<file path="config.mk">
export PLATFORM = sky130hd
export DESIGN_NAME = sum_acc
export DESIGN_NICKNAME = d
export VERILOG_FILES = /design/src/rtl/sum_acc_pkg.sv /design/src/rtl/sum_acc_sat_add.sv /design/src/rtl/sum_acc.sv
export SDC_FILE = /design/constraint.sdc
export NUM_CORES = 1
export LEC_CHECK = 0
export ABC_AREA = 1
export CORE_UTILIZATION = 55
export DETAILED_ROUTE_END_ITERATION = 12
export GPL_TIMING_DRIVEN = 0
export PLACE_DENSITY = 0.95
export SYNTH_ARGS = -nofsm -noshare
export SYNTH_HDL_FRONTEND = slang
export SYNTH_HIERARCHICAL = 1
export SYNTH_SLANG_ARGS = --single-unit
</file>
<file path="constraint.sdc">
create_clock -name clk -period 4.1 [get_ports clk]
set_input_delay 0.615 -clock clk [delete_from_list [all_inputs] [get_ports clk]]
set_output_delay 0.615 -clock clk [all_outputs]
set_load 0.01 [all_outputs]
</file>
<file path="src/rtl/sum_acc_pkg.sv">
// Shared types, default widths and signed-limit helpers for the sum_acc block accumulator.
package sum_acc_pkg;

  typedef enum logic [1:0] {
    S_IDLE = 2'd0,
    S_ACC  = 2'd1,
    S_HOLD = 2'd2
  } state_t;

  localparam int IN_W_DEF  = 4;
  localparam int ACC_W_DEF = 8;
  localparam int N_MAX_DEF = 16;
  localparam int CNT_W_DEF = 5;

  function automatic longint signed_max(input int w);
    return (longint'(1) <<< (w - 1)) - longint'(1);
  endfunction

  function automatic longint signed_min(input int w);
    return -(longint'(1) <<< (w - 1));
  endfunction

endpackage

</file>
<file path="src/rtl/sum_acc_sat_add.sv">
// Combinational accumulate step: ACC_W + IN_W -> ACC_W with overflow flag.
// Build option: define SUM_ACC_SAT_EN to clamp on overflow; otherwise the sum wraps.
module sat_add
  import sum_acc_pkg::*;
#(
  parameter int IN_W  = IN_W_DEF,
  parameter int ACC_W = ACC_W_DEF
) (
  input  logic signed [ACC_W-1:0] i_acc,
  input  logic signed [IN_W-1:0]  i_data,
  output logic signed [ACC_W-1:0] o_sum,
  output logic                    o_ovf
);

  localparam int SW = ACC_W + 1;

  logic signed [SW-1:0] w_wide;

  // One guard bit is enough: an ACC_W + IN_W sum with IN_W <= ACC_W always fits in ACC_W+1.
  assign w_wide = SW'(i_acc) + SW'(i_data);
  assign o_ovf  = w_wide[SW-1] ^ w_wide[SW-2];

`ifdef SUM_ACC_SAT_EN
  localparam logic signed [ACC_W-1:0] MAX_V = ACC_W'(signed_max(ACC_W));
  localparam logic signed [ACC_W-1:0] MIN_V = ACC_W'(signed_min(ACC_W));

  // NOTE: o_sum gets a default before the conditional override so no latch is inferred.
  always_comb begin
    o_sum = w_wide[ACC_W-1:0];
    if (o_ovf) o_sum = w_wide[SW-1] ? MIN_V : MAX_V;
  end
`else
  always_comb begin
    o_sum = w_wide[ACC_W-1:0];
  end
`endif

endmodule

</file>
<file path="src/rtl/sum_acc.sv">
// Signed block accumulator: sums up to N_MAX samples per block and holds the total until taken.
// Build option: SUM_ACC_SAT_EN (saturating accumulate, see sat_add).
module sum_acc
  import sum_acc_pkg::*;
#(
  parameter int IN_W  = IN_W_DEF,
  parameter int ACC_W = ACC_W_DEF,
  parameter int N_MAX = N_MAX_DEF,
  parameter int CNT_W = CNT_W_DEF
) (
  input  logic                    clk,
  input  logic                    rst,
  input  logic                    in_valid,
  output logic                    in_ready,
  input  logic signed [IN_W-1:0]  in_data,
  input  logic                    in_last,
  output logic                    out_valid,
  input  logic                    out_ready,
  output logic signed [ACC_W-1:0] out_sum,
  output logic [CNT_W-1:0]        out_count,
  output logic                    out_pos,
  output logic                    out_neg,
  output logic                    out_ovf
);

  state_t                   r_state;
  logic signed [ACC_W-1:0]  r_sum;
  logic [CNT_W-1:0]         r_count;
  logic                     r_ovf;
  logic                     r_pos;
  logic                     r_neg;
  logic                     r_in_ready;
  logic                     r_out_valid;

  logic signed [ACC_W-1:0]  w_add_sum;
  logic                     w_step_ovf;
  logic signed [ACC_W-1:0]  w_next_sum;
  logic                     w_close;

  sat_add #(
    .IN_W  (IN_W),
    .ACC_W (ACC_W)
  ) u_sat_add (
    .i_acc  (r_sum),
    .i_data (in_data),
    .o_sum  (w_add_sum),
    .o_ovf  (w_step_ovf)
  );

  // The first beat of a block loads rather than adds, so stale totals never leak in.
  assign w_next_sum = (r_state == S_IDLE) ? ACC_W'(in_data) : w_add_sum;
  assign w_close    = in_last || (N_MAX == 1) ||
                      ((r_state == S_ACC) && (r_count == CNT_W'(N_MAX - 1)));

  // NOTE: all state here uses non-blocking assignments so every register sees pre-edge values.
  always_ff @(posedge clk) begin
    if (rst) begin
      r_state     <= S_IDLE;
      r_sum       <= '0;
      r_count     <= '0;
      r_ovf       <= 1'b0;
      r_pos       <= 1'b0;
      r_neg       <= 1'b0;
      r_in_ready  <= 1'b1;
      r_out_valid <= 1'b0;
    end else begin
      unique case (r_state)
        S_IDLE, S_ACC: begin
          if (in_valid) begin
            r_sum   <= w_next_sum;
            r_pos   <= !w_next_sum[ACC_W-1] && (|w_next_sum);
            r_neg   <= w_next_sum[ACC_W-1];
            r_count <= (r_state == S_IDLE) ? CNT_W'(1) : r_count + CNT_W'(1);
            r_ovf   <= (r_state == S_IDLE) ? 1'b0 : (r_ovf | w_step_ovf);
            if (w_close) begin
              r_state     <= S_HOLD;
              r_in_ready  <= 1'b0;
              r_out_valid <= 1'b1;
            end else begin
              r_state <= S_ACC;
            end
          end
        end
        S_HOLD: begin
          if (out_ready) begin
            r_state     <= S_IDLE;
            r_in_ready  <= 1'b1;
            r_out_valid <= 1'b0;
          end
        end
        default: begin
          r_state     <= S_IDLE;
          r_in_ready  <= 1'b1;
          r_out_valid <= 1'b0;
        end
      endcase
    end
  end

  assign in_ready  = r_in_ready;
  assign out_valid = r_out_valid;
  assign out_sum   = r_sum;
  assign out_count = r_count;
  assign out_pos   = r_pos;
  assign out_neg   = r_neg;
  assign out_ovf   = r_ovf;

endmodule
</file>
==> impl_results.md <==
* Post-CTS Setup Bufs at 0
* Port bufs at 26
* Reg2Reg Depth at 14
* Worst endpoint required time at around 4.4 ns
* Drt first pass iters at 4
* PD cells at roughly 340 nW/um2
* RSZ-0062 raised after global routing: false
* Synth warn at 6
* Die W at 51.0 um
* Final period util at about three fifths
* Peak Freq at between 400 and 500 MHz
* Routed len/inst at between 10 and 15 um
* I/O pin count at 27
* Worst-case clock buffer depth at 2
* Final hold violations at 0
* Via density at ~5.2
* Leakage Power at 0.804 nW
* Nets at roughly 250
* Fill cell count at roughly 190
* Via count at roughly 1300
* CTS tree: yes
* Async S/R FF share, synth at 0%
* CP Launch Type: input pin
* FF-to-FF Start: out_sum[0]
* N_diodes at 0
* Synth area leaders: dfxtp_1 (29%), nand2_1 (15%), ha_1 (9.5%)
* Final min period at 2.42 ns
* Layout cells sized above 1 at approximately 11%
* Sink Count at 19
* Avg Cell Area, Syn at 6.71 um2
* Layout area overhead at 24.3%
* GRT Overall Usage at between 20% and 30%
* Core area at 2230 um2
* Synth Instances at 197
* TritonCTS buffer count at 3
* Slew margin rel. at 70.1%
* Yosys reg bits at 19
* Worst hold endpoint: out_ovf
* Place WS at around 1.4 ns
* Synth cell types at 26
* Final WL at just under 3 mm
* Vias in the first global route at around 1200
* Fin worst setup slack at between 1.5 and 2 ns
* Min Hold Slack at around 0.45 ns
* Clock transition at path regs at 0.11 ns
* Hold path startpoint: out_ovf
* Worst Path Class, Setup: in -> reg
* DRC violations left at 0
* Register-to-register setup slack at around 2.1 ns
* Worst Max-Slew Pin Slew at 0.443 ns
* First-pass GRT wire length at slightly below 5 mm
* Cell area after synthesis at 1320 um2
* Reg2Reg Capture Point: out_pos
* CTS Root Cell: clkbuf_4
* Hold Buf Count CTS at 0
* Final setup fails at 0
* Post-DP HPWL at approximately 2.3 mm
* Register area at ~380 um2
* Antenna-violating nets left at 0
* Fraction of the yosys area taken by sequential cells at about 29%
* Top cell type's share of synthesized area at between 20% and 30%
* H-tree depth at 1
* CP Capture Type: flip-flop
* Cell count of the worst hold path at 2
* Initial DRC Count at 28
* CP max FO at 2
* Total grt overflow at 0
* Slew Limit Fails at 0
* Syn_nets at around 220
* Total negative slack at 0 ns
* Worst Hold Class: reg -> reg
* Initial Util at 59.2%
* Maximum Capacitance Violations at 0
* Yosys top cell by area: dfxtp_1
* Synth Flop Type: dfxtp_1
* Number of enable flip-flop cells after synthesis at 0
* Largest net degree at the start of global routing at 11
* Cell row count at 17
* Gpl congestion at 0.869
* Maximum vdd drop at 0.260 mV
* Worst clock skew at between 0.002 and 0.003 ns
* Multi-input combinational cell area at between 800 and 900 um2
* Initial antenna violation count at 0
* Post_cts resized at 0
* Final Util at between 70% and 80%
* Clock latency on the worst-skew pair at roughly 0.30 ns
* Status: finished clean
* Worst Path Arrival at 2.66 ns
* Die H at 51.0 um
* Die area at about 2600 um2
-- per-stage QoR --
stage                     total power, mW  instance area [um2]  instances
final                               0.555                 1640        255
after CTS                           0.552                 1640        255
after global placement              0.450                 1620        251
after floorplan                     0.381                 1320        197
after global routing                0.589                 1640        255
after detailed placement            0.458                 1620        251
-- per-layer routing --
layer | part of all wire, % | GRT usage, % | vias to the layer above | routed length (um)
met5 | 0 | 0 | - | 0
met4 | 0.54 | 3.70 | 0 | 16
met3 | 5.3 | 5.65 | 2 | 159
met2 | 51 | 48.0 | 41 | 1510
met1 | 43 | 28.1 | 599 | 1280
li1 | - | - | 692 | -
-- kinds of logic (layout without fill, tap and decap cells) --
family	count (synthesis)	after routing	share of synthesized area, %
and+or+nand+nor	103	103	34.7
buffers and inverters	35	65	10.7
AOI/OAI and AO/OA	24	24	11.5
DFF	19	19	28.8
adders and majority gates	11	11	11.0
xor gates and xnor gates	5	5	3.31
-- worst max-delay path by stage --
stage / startpoint / end / slack [ns]
finish: in_data[0] / out_pos / 1.68
detailed placement: in_data[0] / out_pos / 1.37
floorplan: in_data[0] / out_pos / 2.00
global route: in_data[0] / out_pos / 1.54
CTS: in_data[0] / out_pos / 1.67
global placement: in_data[0] / out_pos / 1.42
-- placed cells by master, fill, tap and decap left out --
cell type / netlist / final
clkbuf_1: 0 / 1
clkdlybuf4s50_1: 0 / 26
xnor2_1: 4 / 4
a31oi_1: 1 / 1
buf_2: 2 / 2
fa_1: 1 / 1
o21ai_0: 7 / 7
nand2_1: 52 / 52
nor2_1: 16 / 16
clkbuf_4: 0 / 3
o211ai_1: 7 / 7
nor3_1: 4 / 4
inv_2: 3 / 3
o21ai_2: 1 / 1
nand4_1: 1 / 1
nand2_2: 6 / 6
buf_4: 2 / 2
nand3_1: 15 / 15
nor2_2: 4 / 4
a21oi_1: 5 / 5
ha_1: 10 / 10
nand3_2: 2 / 2
a21oi_2: 2 / 2
o21a_1: 1 / 1
xor2_1: 1 / 1
dfxtp_1: 19 / 19
or2_1: 2 / 2
nand3b_1: 1 / 1
inv_1: 28 / 28
-- cell usage after synthesis (all sizes together) (2+ instances only) --
cell / instances
dfxtp: 19
nor3: 4
xnor2: 4
buf: 4
nand3: 17
inv: 31
nand2: 58
a21oi: 7
o211ai: 7
ha: 10
nor2: 20
or2: 2
o21ai: 8
-- flip-flops by register name, summed over array words and instances, names as in the netlist --
name and cells:
r_state 2, out_pos 1, out_valid 1, out_sum 8, in_ready 1, out_count 5
out_ovf 1
-- final cells by class --
type                            instances  share of cell area, %
Timing Repair Buffer                   26                   15.8
Tap cell                               28                   2.13
Sequential cell                        19                   23.1
Multi-Input combinational cell        143                   48.7
Buffer                                  4                   1.52
Inverter                               31                   7.08
Clock buffer                            4                   1.60
-- power breakdown --
part / switching, mW / internal [mW] / total (mW) / leakage, nW
registers: 0.0192 / 0.204 / 0.223 / 0.157
logic: 0.130 / 0.104 / 0.234 / 0.632
clock network: 0.0597 / 0.0380 / 0.0977 / 0.0150
total: 0.209 / 0.346 / 0.555 / 0.804
-- worst max-delay path, cell delays in order --
cell and delay (ns):
clkdlybuf4s50_1 0.43, ha_1 0.23, fa_1 0.41, nand2_1 0.08, nand2_1 0.08, nand2_1 0.10
nor2_1 0.06, nor2_1 0.11, xnor2_1 0.14, nand2_1 0.09, nand3_1 0.08, nor2_1 0.04
nand2_1 0.05, nand2_1 0.05, a21oi_1 0.10
No activity file was read; power rests on OpenSTA's default activity.
